File: src/rtl/mc_pkg.sv
// mc_pkg: shared state codes, opcodes and ALU codes for the multicycle sequencer.
package mc_pkg;

  localparam logic [3:0] ST_FETCH    = 4'd0;
  localparam logic [3:0] ST_DECODE   = 4'd1;
  localparam logic [3:0] ST_MEM_ADDR = 4'd2;
  localparam logic [3:0] ST_MEM_RD   = 4'd3;
  localparam logic [3:0] ST_MEM_WB   = 4'd4;
  localparam logic [3:0] ST_MEM_WR   = 4'd5;
  localparam logic [3:0] ST_EXEC     = 4'd6;
  localparam logic [3:0] ST_ALU_WB   = 4'd7;
  localparam logic [3:0] ST_BRANCH   = 4'd8;
  localparam logic [3:0] ST_JUMP     = 4'd9;
  localparam logic [3:0] ST_LOAD_IMM = 4'd10;
  localparam logic [3:0] ST_HALT     = 4'd11;

  localparam logic [5:0] OP_LOAD  = 6'h01;
  localparam logic [5:0] OP_STORE = 6'h02;
  localparam logic [5:0] OP_RTYPE = 6'h03;
  localparam logic [5:0] OP_BEQ   = 6'h04;
  localparam logic [5:0] OP_JUMP  = 6'h05;
  localparam logic [5:0] OP_LI    = 6'h06;
  localparam logic [5:0] OP_HALT  = 6'h3F;

  localparam logic [3:0] ALU_ADD = 4'd0;
  localparam logic [3:0] ALU_SUB = 4'd1;
  localparam logic [3:0] ALU_AND = 4'd2;
  localparam logic [3:0] ALU_OR  = 4'd3;

  // States that carry a memory request and may wait for mem_ready
  function automatic logic isMemState(input logic [3:0] s);
    return (s == ST_FETCH) || (s == ST_MEM_RD) || (s == ST_MEM_WR);
  endfunction

endpackage

File: src/rtl/mc_seq_decode.sv
// mc_seq_decode: combinational control decode of the sequencer state.
// Write enables come out ungated; the top qualifies them with the handshake.
import mc_pkg::*;

module mc_seq_decode #(
  parameter int OP_SIZE = 6,
  parameter int ALU_OP_W = 4,
  parameter logic [ALU_OP_W-1:0] ALU_OP_ADD = 4'd0
) (
  input  logic [3:0]          state,
  input  logic [OP_SIZE-1:0]  opcode,
  input  logic [ALU_OP_W-1:0] alu_op_rtype,
  output logic                mem_req,
  output logic                mem_read,
  output logic                mem_write,
  output logic                mem_addr_sel,
  output logic                ir_write,
  output logic                pc_write,
  output logic                pc_write_cond,
  output logic                reg_write,
  output logic                alu_src_a,
  output logic                reg_track_sel,
  output logic [1:0]          alu_src_b,
  output logic [1:0]          pc_src,
  output logic [1:0]          reg_wdata_sel,
  output logic [ALU_OP_W-1:0] alu_op,
  output logic                halted
);

  // Branching on opcode happens in the next-state logic; nothing here depends on it
  logic unusedOpcode;
  assign unusedOpcode = ^opcode;

  // Per-state control values; anything not named for a state stays 0
  always_comb begin
    mem_req       = 1'b0;
    mem_read      = 1'b0;
    mem_write     = 1'b0;
    mem_addr_sel  = 1'b0;
    ir_write      = 1'b0;
    pc_write      = 1'b0;
    pc_write_cond = 1'b0;
    reg_write     = 1'b0;
    alu_src_a     = 1'b0;
    reg_track_sel = 1'b0;
    alu_src_b     = 2'd0;
    pc_src        = 2'd0;
    reg_wdata_sel = 2'd0;
    alu_op        = '0;
    halted        = 1'b0;
    case (state)
      ST_FETCH: begin
        mem_req  = 1'b1;
        mem_read = 1'b1;
        ir_write = 1'b1;
        pc_write = 1'b1;
        alu_op   = ALU_OP_ADD;
      end
      ST_MEM_ADDR: begin
        alu_src_a = 1'b1;
        alu_src_b = 2'd3;
        alu_op    = ALU_OP_ADD;
      end
      ST_MEM_RD: begin
        mem_req      = 1'b1;
        mem_read     = 1'b1;
        mem_addr_sel = 1'b1;
      end
      ST_MEM_WB: begin
        reg_write     = 1'b1;
        reg_track_sel = 1'b1;
      end
      ST_MEM_WR: begin
        mem_req      = 1'b1;
        mem_write    = 1'b1;
        mem_addr_sel = 1'b1;
      end
      ST_EXEC: begin
        alu_src_a = 1'b1;
        alu_src_b = 2'd1;
        alu_op    = alu_op_rtype;
      end
      ST_ALU_WB: begin
        reg_write     = 1'b1;
        reg_wdata_sel = 2'd1;
      end
      ST_BRANCH: begin
        pc_write_cond = 1'b1;
        pc_src        = 2'd2;
        alu_src_a     = 1'b1;
        alu_src_b     = 2'd1;
        alu_op        = ALU_OP_W'(ALU_SUB);
      end
      ST_JUMP: begin
        pc_write = 1'b1;
        pc_src   = 2'd1;
      end
      ST_LOAD_IMM: begin
        reg_write     = 1'b1;
        reg_wdata_sel = 2'd2;
      end
      ST_HALT: halted = 1'b1;
      default: ;
    endcase
  end

endmodule

File: src/rtl/mc_sequencer.sv
// mc_sequencer: multicycle instruction sequencer with retired-instruction counter.
// Build option MC_SEQ_MEM_WAIT_EN: when defined, FETCH/MEM_RD/MEM_WR wait for
// mem_ready; when undefined, mem_ready is ignored and each lasts one cycle.
//
// state    | meaning
// FETCH    | read instruction, latch IR, PC += 4
// DECODE   | branch on opcode
// MEM_ADDR | base + offset address calculation
// MEM_RD   | data read
// MEM_WB   | write MDR to register file
// MEM_WR   | data write
// EXEC     | R-type ALU operation
// ALU_WB   | write ALU result to register file
// BRANCH   | compare, conditional PC update
// JUMP     | unconditional PC update
// LOAD_IMM | write immediate to register file
// HALT     | stopped until reset
import mc_pkg::*;

module mc_sequencer #(
  parameter int OP_SIZE = 6,
  parameter int ALU_OP_W = 4,
  parameter int CNT_WIDTH = 16,
  parameter logic [ALU_OP_W-1:0] ALU_OP_ADD = 4'd0
) (
  input  logic                 clk,
  input  logic                 rst_n,
  input  logic [OP_SIZE-1:0]   opcode,
  input  logic [ALU_OP_W-1:0]  alu_op_rtype,
  input  logic                 mem_ready,
  output logic                 mem_req,
  output logic                 pc_write,
  output logic                 pc_write_cond,
  output logic                 ir_write,
  output logic                 reg_write,
  output logic                 mem_read,
  output logic                 mem_write,
  output logic                 mem_addr_sel,
  output logic                 alu_src_a,
  output logic                 reg_track_sel,
  output logic [1:0]           alu_src_b,
  output logic [1:0]           pc_src,
  output logic [1:0]           reg_wdata_sel,
  output logic [ALU_OP_W-1:0]  alu_op,
  output logic [3:0]           state,
  output logic                 halted,
  output logic [CNT_WIDTH-1:0] instr_count
);

  logic [3:0] nextState;
  logic       memDone;
  logic       stalled;
  logic       decPcWrite;
  logic       decPcWriteCond;
  logic       decIrWrite;
  logic       decRegWrite;
  logic       decMemWrite;

`ifdef MC_SEQ_MEM_WAIT_EN
  assign memDone = mem_ready;
`else
  logic unusedMemReady;
  assign unusedMemReady = mem_ready;
  assign memDone = 1'b1;
`endif

  assign stalled = isMemState(state) & ~memDone;

  // Register-file and PC/IR writes are held off while a memory access waits and while in reset.
  // mem_write stays asserted during a wait so the memory sees a stable request.
  assign pc_write      = decPcWrite & ~stalled & rst_n;
  assign ir_write      = decIrWrite & ~stalled & rst_n;
  assign pc_write_cond = decPcWriteCond & rst_n;
  assign reg_write     = decRegWrite & rst_n;
  assign mem_write     = decMemWrite & rst_n;

  mc_seq_decode #(
    .OP_SIZE    (OP_SIZE),
    .ALU_OP_W   (ALU_OP_W),
    .ALU_OP_ADD (ALU_OP_ADD)
  ) uDecode (
    .state         (state),
    .opcode        (opcode),
    .alu_op_rtype  (alu_op_rtype),
    .mem_req       (mem_req),
    .mem_read      (mem_read),
    .mem_write     (decMemWrite),
    .mem_addr_sel  (mem_addr_sel),
    .ir_write      (decIrWrite),
    .pc_write      (decPcWrite),
    .pc_write_cond (decPcWriteCond),
    .reg_write     (decRegWrite),
    .alu_src_a     (alu_src_a),
    .reg_track_sel (reg_track_sel),
    .alu_src_b     (alu_src_b),
    .pc_src        (pc_src),
    .reg_wdata_sel (reg_wdata_sel),
    .alu_op        (alu_op),
    .halted        (halted)
  );

  // Next-state selection from current state, opcode and memory handshake
  always_comb begin
    nextState = state;
    case (state)
      ST_FETCH: if (memDone) nextState = ST_DECODE;
      ST_DECODE: begin
        if (opcode == OP_SIZE'(OP_LOAD) || opcode == OP_SIZE'(OP_STORE)) nextState = ST_MEM_ADDR;
        else if (opcode == OP_SIZE'(OP_RTYPE)) nextState = ST_EXEC;
        else if (opcode == OP_SIZE'(OP_BEQ))   nextState = ST_BRANCH;
        else if (opcode == OP_SIZE'(OP_JUMP))  nextState = ST_JUMP;
        else if (opcode == OP_SIZE'(OP_LI))    nextState = ST_LOAD_IMM;
        else if (opcode == OP_SIZE'(OP_HALT))  nextState = ST_HALT;
        else                                   nextState = ST_FETCH;
      end
      ST_MEM_ADDR: begin
        if (opcode == OP_SIZE'(OP_LOAD))       nextState = ST_MEM_RD;
        else if (opcode == OP_SIZE'(OP_STORE)) nextState = ST_MEM_WR;
        else                                   nextState = ST_FETCH;
      end
      ST_MEM_RD:   if (memDone) nextState = ST_MEM_WB;
      ST_MEM_WR:   if (memDone) nextState = ST_FETCH;
      ST_MEM_WB:   nextState = ST_FETCH;
      ST_EXEC:     nextState = ST_ALU_WB;
      ST_ALU_WB:   nextState = ST_FETCH;
      ST_BRANCH:   nextState = ST_FETCH;
      ST_JUMP:     nextState = ST_FETCH;
      ST_LOAD_IMM: nextState = ST_FETCH;
      ST_HALT:     nextState = ST_HALT;
      default:     nextState = ST_FETCH;
    endcase
  end

  // State register and retired-instruction counter (bumps on each return to FETCH)
  always_ff @(posedge clk or negedge rst_n) begin
    if (!rst_n) begin
      state       <= ST_FETCH;
      instr_count <= '0;
    end else begin
      state <= nextState;
      if (nextState == ST_FETCH && state != ST_FETCH)
        instr_count <= instr_count + CNT_WIDTH'(1);
    end
  end

endmodule
File: config.mk
export PLATFORM = sky130hd
export DESIGN_NAME = mc_sequencer
export DESIGN_NICKNAME = d
export VERILOG_FILES = /design/src/rtl/mc_pkg.sv /design/src/rtl/mc_seq_decode.sv /design/src/rtl/mc_sequencer.sv
export SDC_FILE = /design/constraint.sdc
export NUM_CORES = 1
export LEC_CHECK = 0
export ABC_AREA = 1
export ABC_CLOCK_PERIOD_IN_PS = 3540
export CAP_MARGIN = 0
export CELL_PAD_IN_SITES_DETAIL_PLACEMENT = 1
export CELL_PAD_IN_SITES_GLOBAL_PLACEMENT = 2
export CORE_AREA = 2 2 81 83
export DETAILED_ROUTE_END_ITERATION = 12
export DIE_AREA = 0 0 83 85
export PLACE_DENSITY = 0.87
export SYNTH_ARGS = -nofsm -noshare
export SYNTH_HDL_FRONTEND = slang
export SYNTH_SLANG_ARGS = --single-unit
File: constraint.sdc
create_clock -name clk -period 3.54 [get_ports clk]
set_clock_uncertainty 0.1 [all_clocks]
set_input_delay 0.354 -clock clk [delete_from_list [all_inputs] [get_ports clk]]
set_output_delay 0.354 -clock clk [all_outputs]
set_load 0.02 [all_outputs]
=== After elaboration in Yosys (flattened, before gate mapping) ===
Index checks and enable logic that the tools add are counted.
W data, S select, Z words.

* Mux-type cells: 24
* Bitwise operators: 5
* Equal/unequal tests: 18
* $add $sub $neg: 1
* Reductions and logical operators: 12

{| class="wikitable"
|+ Operators with widths
! operator !! number
|-
| $mux W4 || 6
|-
| $pmux W4 S6 || 1
|-
| $eq A6 B3 Y1 const B || 3
|-
| $add A16 B1 Y16 const B || 1
|-
| $eq A4 B3 Y1 const B || 4
|-
| $eq A4 B4 Y1 const B || 4
|-
| $eq A6 B2 Y1 const B || 2
|-
| $pmux W2 S2 || 3
|-
| $mux W1 || 11
|-
| $reduce_or A3 Y1 || 3
|-
| $eq A4 B2 Y1 const B || 2
|-
| $logic_not A4 Y1 || 2
|-
| $pmux W4 S2 || 1
|-
| $reduce_or A2 Y1 || 4
|-
| $eq A6 B1 Y1 const B || 1
|-
| $eq A6 B6 Y1 const B || 1
|-
| $mux W3 || 2
|-
| $and A1 B1 Y1 || 5
|-
| $eq A4 B1 Y1 const B || 1
|-
| $reduce_bool A4 Y1 || 1
|-
| $logic_and A1 B1 Y1 || 1
|-
| $logic_or A1 B1 Y1 || 1
|}

* Bits of input ports: 13
* Flip-flop bits (word level): 20

=== Logic depth before layout (Yosys ltp) ===
Gate-level depths: netlist of the first run.

* Word-level depth: 10
* Gate-level depth with buffers: 12
* Mapped depth without buffers: 11

=== Hierarchy ===
A second synthesis of the first run with hierarchy kept.

* Cell total of the unflattened synthesis: 256
* Area total of the unflattened synthesis: 1645.3 um^2

{| class="wikitable"
|+ Modules (own cells, without submodules)
! module !! instances !! sequential area each (um^2) !! cells an instance !! area an instance (um^2)
|-
| mc_sequencer || 1 || 500.5 || 208 || 1431.4
|-
| mc_seq_decode || 1 || 0.0 || 48 || 214.0
|}

=== Least setup slack after synthesis of the first run ===
No wires, ideal clock.

* Kind: flip-flop to output port
* Start: reg state[1]
* End: out alu_src_b[0]
* Slack: 1.544 ns
* Arrival: 1.542 ns
* Path buffers: 1
* Data required time: 3.086 ns
* Cell stages (with the launch flop): 7
* Cell sequence: dfrtp_1 > nor2_1 > inv_1 > nor2_1 > inv_1 > nand3_1 > buf_4

* Longest elaborated chain between the ends: 3
* Elaborated cells between the ends (all ways): 5
* Classes of those cells: eq/ne (3); mux (1); reduce/logical (1)

{| class="wikitable"
|+ Ends and longest elaborated chain
! item !! line !! source
|-
| from (decl) || mc_sequencer.sv:45 || <nowiki>output logic [3:0] state,</nowiki>
|-
| from (signal assigned) || mc_sequencer.sv:140 || <nowiki>state <= nextState;</nowiki>
|-
| $eq A4 B3 Y1 or $eq A4 B4 Y1 (tied branches) || mc_seq_decode.sv:51 || <nowiki>case (state)</nowiki>
|-
| $reduce_or A2 Y1 (no line) || n/a ||
|-
| $pmux W2 S2 * || mc_seq_decode.sv:51 ||
|-
| to (decl) || mc_sequencer.sv:41 || <nowiki>output logic [1:0] alu_src_b,</nowiki>
|}

Mark *: on every way between the ends. The rest lies on a longest branch, timed or not.

=== Worst setup path in the final report of the first run ===
* Start: reg state[3]
* End: out reg_write

* Longest elaborated chain between the ends: 4
* Elaborated cells between the ends (all ways): 6
* Classes of those cells: eq/ne (3); mux (1); bitwise (1); reduce/logical (1)

{| class="wikitable"
|+ Ends and longest elaborated chain
! item !! line !! source
|-
| $eq A4 B3 Y1 or $eq A4 B4 Y1 (tied branches) || mc_seq_decode.sv:51 ||
|-
| $reduce_or A3 Y1 (no line) * || n/a ||
|-
| $mux W1 * || mc_seq_decode.sv:51 ||
|-
| $and A1 B1 Y1 * || mc_sequencer.sv:74 || <nowiki>assign reg_write = decRegWrite & rst_n;</nowiki>
|-
| to (decl) || mc_sequencer.sv:35 || <nowiki>output logic reg_write,</nowiki>
|}

Marked as above.

==> results of run 1 <==
## worst max-delay path, delay by kind of cell, from the launching register on
kind,cells,cell delay [ns]
AND/OR/NAND/NOR,2,0.47
AO/OA/AOI/OAI,1,0.09
buffers and inverters,3,0.74
flip-flops,1,0.41
## cells in the mapped netlist (2+ instances only)
master / n
buf_4: 2
dfrtp_1: 20
inv_1: 27
inv_2: 2
nand2_1: 66
nand2_2: 3
nand3_1: 34
nand4_1: 2
nor2_1: 32
nor3_1: 5
o21ai_0: 4
xnor2_1: 5
xor2_1: 7
## power by group through the flow
| stage | clock [mW] | sequential [mW] | combinational [mW] |
|---|---|---|---|
| final | 0.178 | 0.327 | 0.506 |
| after global routing | 0.194 | 0.337 | 0.555 |
| after CTS | 0.188 | 0.329 | 0.516 |
| after detailed placement | 0 | 0.332 | 0.514 |
| after global placement | 0 | 0.332 | 0.502 |
| after floorplan | 0 | 0.363 | 0.283 |
## sequential cells by signal, summed over array words and instances (netlist names)
signal,cells
state,4
instr_count,16
## final timing paths
path / startpoint / endpoint / cells after the start
max in group asynchronous: rst_n / instr_count[14]$_DFFE_PN0P_ / 2
setup / recovery: state[3]$_DFF_PN0_ / reg_write / 6
setup reg to reg: state[1]$_DFF_PN0_ / instr_count[14]$_DFFE_PN0P_ / 8
hold / removal: instr_count[14]$_DFFE_PN0P_ / instr_count[14]$_DFFE_PN0P_ / 2
hold reg to reg: instr_count[14]$_DFFE_PN0P_ / instr_count[14]$_DFFE_PN0P_ / 2
min in group asynchronous: rst_n / state[3]$_DFF_PN0_ / 2
## cell families (layout without fill, tap and decap cells)
family / count (synthesis) / count (layout) / share of synthesized area [%]
compound gates: 9 / 9 / 4.20
flops: 20 / 20 / 34.3
buf+inv: 33 / 86 / 9.60
fa+ha+maj: 1 / 1 / 0.857
xor+xnor: 12 / 12 / 7.20
simple gates: 147 / 147 / 43.9
## area by class of cell
| cell class | count | area, um^2 |
|---|---|---|
| clock buffer | 4 | 55.1 |
| fill | 786 | 4100 |
| inverter | 29 | 109 |
| multi-input combinational | 169 | 820 |
| sequential | 20 | 500 |
| tap | 77 | 96.3 |
| timing repair buffer | 53 | 528 |
## through the flow
stage          util [%]  area [um^2]  worst slack, ns  hold WS, ns  power [mW]
2_1_floorplan         -         1460             1.54      -0.0416       0.647
3_5_place_dp       33.1         2050             1.13        0.391       0.845
6_report           34.0         2110             1.11        0.408        1.01
3_3_place_gp       33.1         2050             1.16        0.390       0.835
5_1_grt            34.0         2110            0.853        0.459        1.09
4_1_cts            34.0         2110             1.08        0.414        1.03
## per-layer routing
layer,vias to the layer above,global-route usage (%),routed length (um),share of wire (%)
met1,711,16.0,2070,49
met3,5,1.36,93,2.2
li1,801,-,-,-
met5,-,0,0,0
met2,30,22.1,2040,48
met4,0,4.02,55,1.3
==> results.toml, run 1 <==
[outcome]
outcome = "completed"

[synthesis]
syn_nets = 236
ys_seq_area_share_pct = 34.3
synth.avg_cell_area_um2 = 6.58
ys.flop_type = "dfrtp_1"
async_flop_share_pct = 100
ys_ff_latch = 20
synth_top_cell_by_area = "dfrtp_1"
yosysWarnings = 0
syn_inst = 222
synth_edf_count = 0
syn-cell-area_mm2 = 0.00146
ys_types = 26
synth.area.top_cells = "dfrtp_1 (34%), nand2_1 (17%), nand3_1 (12%), nor2_1 (8.2%), inv_1 (6.9%)"
synth.top_cell.area_share_pct = 34.3

[sta]
post-route-period-util_pct = 68.6
finalSetupTns_ns = 0
rsz0062_at_grt = "no"
slew_headroom_pct = 62.5
max_freq_mhz = 412
hold_viol_final = 0
tightest_slew_ns = 0.562
setup_violations = 0
fin_crit_ns = 2.43
slew_viol_final = 0

[pwr]
p_leak_nw = 0.993
seqPwrFrac_pct = 32.3
power.share.combinational_pct = 50.0
switching_share_pct = 44.2
p_per_area_mw_per_mm2 = 480
ir_drop_mv = 0.306
switchingPower_mw = 0.447
power.internal_mw = 0.564
pwr-share-clk_pct = 17.6

[placement]
io_buffers = 52
gp_congestion = 0.788
dp_cells = 348
dp_hpwl_um = 3330

[worst_setup_path]
worstSetupEndpointType = "output port"
crit_path_start_kind = "flop"
slowest_stage = "clkdlybuf4s50_1"
cp_max_fo = 5
cp.arrival_ns = 1.98
rrSetupSlack_ns = 1.48
critPathRequiredTime_ns = 3.09
max_stage_delay_ns = 0.59
crit_type = "reg -> out"
crit_chain = "nor2_1 -> inv_1 -> nor2_1 -> o31ai_1 -> inv_1 -> clkdlybuf4s50_1"

[routing]
dr.pass1.iters = 4
routed-via-count = 1547
drt-total-wl_um = 4250
drt-wirelength-per-cell_um = 12.1
antenna_left = 0
drt_iter0_drc = 23
avgViaCountPerCell = 4.39
drc = 0

[job]
max-cap-violations = 0

[finish]
area_growth_pct = 44.4
layout_common_cells = "nand2_1 (66), clkdlybuf4s50_1 (52), nand3_1 (34)"
fin_nets = 290
drive_gt1_share_pct = 5.45
antennaDiodeCount = 0
final-instance-count-excl-fill = 352
final_common_cell = "nand2_1"

[clock_network]
clk_latency_ns = 0.26
cts_inserted_buffers = 3
cts.path.max_buffers = 2
clkSlewWorstSetupHoldPaths_ns = 0.08
cts_setup_buffers = 0
ctsResizeCount = 0
htreeDepth = 1
cts_tree = "yes"
ctsHoldBuffers = 0
root_buffer = "clkbuf_8"
cts_sinks = 20

[die]
coreArea_mm2 = 0.00620
initial_core_util_pct = 23.5
fp.dieW_um = 83
die_h_um = 85
std_cell_rows = 29
dieArea_mm2 = 0.00706
ios = 54

[global_route]
grt_pass1_vias = 1611
gr-total-overflow = 0
antenna_found_initial = 0
grt_start_max_net_pins = 21
grt_first_pass_wirelength_um = 7330
grt_use_total_pct = 12.5

[hold_path]
worstHoldPathType = "reg -> reg"
(Power assumes the default switching activity.)
==> inputs of run 2 (changes only) <==
- ABC_CLOCK_PERIOD_IN_PS: 3540 -> 2400
- CORE_AREA: 2 2 81 83 -> 2 2 83 85
- DIE_AREA: 0 0 83 85 -> 0 0 85 87
- PLACE_DENSITY: 0.87 -> 0.83
- clock period: 3.54 -> 2.4 ns (I/O delays scaled with it)
==> run 2 against run 1 <==
  * Clock power rose by 26%
  * Global-route usage fell by 0.91 points
  * Critical path depth did not move
  * Die area rose by 4.8%
  * Sequential share of layout area fell by 0.28 points
  * Hold slack got worse by 0.099 ns
  * Core utilization fell by 1.5 points
  * Routed wire length fell by 2.4%
  * Critical endpoint is now alu_src_b[0]
  * Highest routed layer unchanged
  * Non-clock buffer count rose by 3
==> results.toml, run 2 (synthesized netlist as in run 1, its figures left out) <==
[global_route]
grt_start_max_net_pins = 17
antenna_found_initial = 0
grt_pass1_vias = 1555
grt_use_total_pct = 11.6
grt_first_pass_wirelength_um = 7090
gr-total-overflow = 0

[worst_setup_path]
startpoint = "state[1]$_DFF_PN0_"
worst_r2r_path_depth = 8
cp.arrival_ns = 1.91
crit_path_start_kind = "flop"
reg2reg_to = "instr_count[13]$_DFFE_PN0P_"
rrSetupSlack_ns = 0.57
crit_type = "reg -> out"
worstSetupEndpointType = "output port"
critPathRequiredTime_ns = 2.06
timing.rr.start = "state[3]$_DFF_PN0_"
cp_max_fo = 7

[outcome]
outcome = "completed"

[sta]
setup_violations = 0
fin_crit_ns = 2.25
slew_headroom_pct = 76.1
rsz0062_at_grt = "no"
tightest_slew_ns = 0.357
max_freq_mhz = 445
holdWs_ns = 0.310
hold_viol_final = 0
finalSetupTns_ns = 0
slew_viol_final = 0
post-route-period-util_pct = 93.6

[finish]
drive_gt1_share_pct = 7.22
area_growth_pct = 46.1
final_common_cell = "nand2_1"
stdcell_area_mm2 = 0.00213
largest_register_ffs = 16
largestRegisters = "instr_count x16, state x4"
fill_cells = 820
top_register = "instr_count"
layout_common_cells = "nand2_1 (66), clkdlybuf4s50_1 (51), nand3_1 (34)"
fin_nets = 293
antennaDiodeCount = 0

[routing]
antenna_left = 0
avgViaCountPerCell = 4.32
routed-via-count = 1544
drc = 0
drt-wirelength-per-cell_um = 11.6
drt_iter0_drc = 41
drt-total-wl_um = 4150
dr.pass1.iters = 4

[die]
ios = 54
fp.dieW_um = 85
std_cell_rows = 30
dieArea_mm2 = 0.00740
initial_core_util_pct = 22.2
die_h_um = 87
coreArea_mm2 = 0.00657

[pwr]
p_leak_nw = 1.02
p_per_area_mw_per_mm2 = 687
ir_drop_mv = 0.412
total_power_mw = 1.46

[clock_network]
cts_inserted_buffers = 3
cts_sinks = 20
cts_setup_buffers = 0
ctsHoldBuffers = 0
clkSlewWorstSetupHoldPaths_ns = 0.07
ctsResizeCount = 0
cts.path.max_buffers = 2
cts_tree = "yes"
root_buffer = "clkbuf_8"
clk_latency_ns = 0.26
htreeDepth = 1

[placement]
postPlaceCellArea_mm2 = 0.00208
io_buffers = 52
gp_congestion = 0.798
dp_hpwl_um = 3370

[hold_path]
worstHoldPathType = "in -> async"

[job]
max-cap-violations = 0
-- run 2: power by group --
group	internal (mW)	switching, mW
Clock	0.112	0.112
Combinational	0.307	0.451
Sequential	0.394	0.0882
Total	0.813	0.651
-- run 2: layout make-up --
class                      count  area (um^2)  share of cell area [%]
tap                           80          100                    4.69
sequential                    20          500                    23.5
clock buffer                   3         41.3                    1.94
multi-input combinational    169          830                    38.9
inverter                      29          109                    5.10
timing repair buffer          56          553                    25.9
-- run 2: layer usage --
metal	up-vias	track usage, %	share of wire (%)
met3	4	1.90	5.0
met4	0	3.46	1.2
met5	-	0	0
met1	702	15.7	51
li1	802	-	-
met2	36	19.0	43
-- run 2: per-stage QoR --
| step | setup WS [ns] | utilization [%] | cells |
|---|---|---|---|
| finish | 0.154 | 32.5 | 357 |
| floorplan | 0.518 | - | 222 |
| global placement | 0.305 | 31.7 | 354 |
| CTS | 0.0545 | 32.3 | 357 |
| detailed placement | 0.303 | 31.7 | 354 |
| global route | 0.00348 | 32.5 | 357 |
-- run 2: worst max-delay path by stage --
stage	to	slack, ns
finish	alu_src_b[0]	0.15
global route	alu_src_b[0]	0.003
CTS	pc_write	0.05
detailed placement	instr_count[1]$_DFFE_PN0P_	0.30
global placement	instr_count[14]$_DFFE_PN0P_	0.30
floorplan	alu_src_b[0]	0.52
-- run 2: critical path, cell delays in order, from the launching register on --
cell and delay [ns]:
dfrtp_1 0.47, nor2_1 0.16, inv_1 0.07, nor2_1 0.16, inv_1 0.10, nand3_1 0.09, clkdlybuf4s50_1 0.61
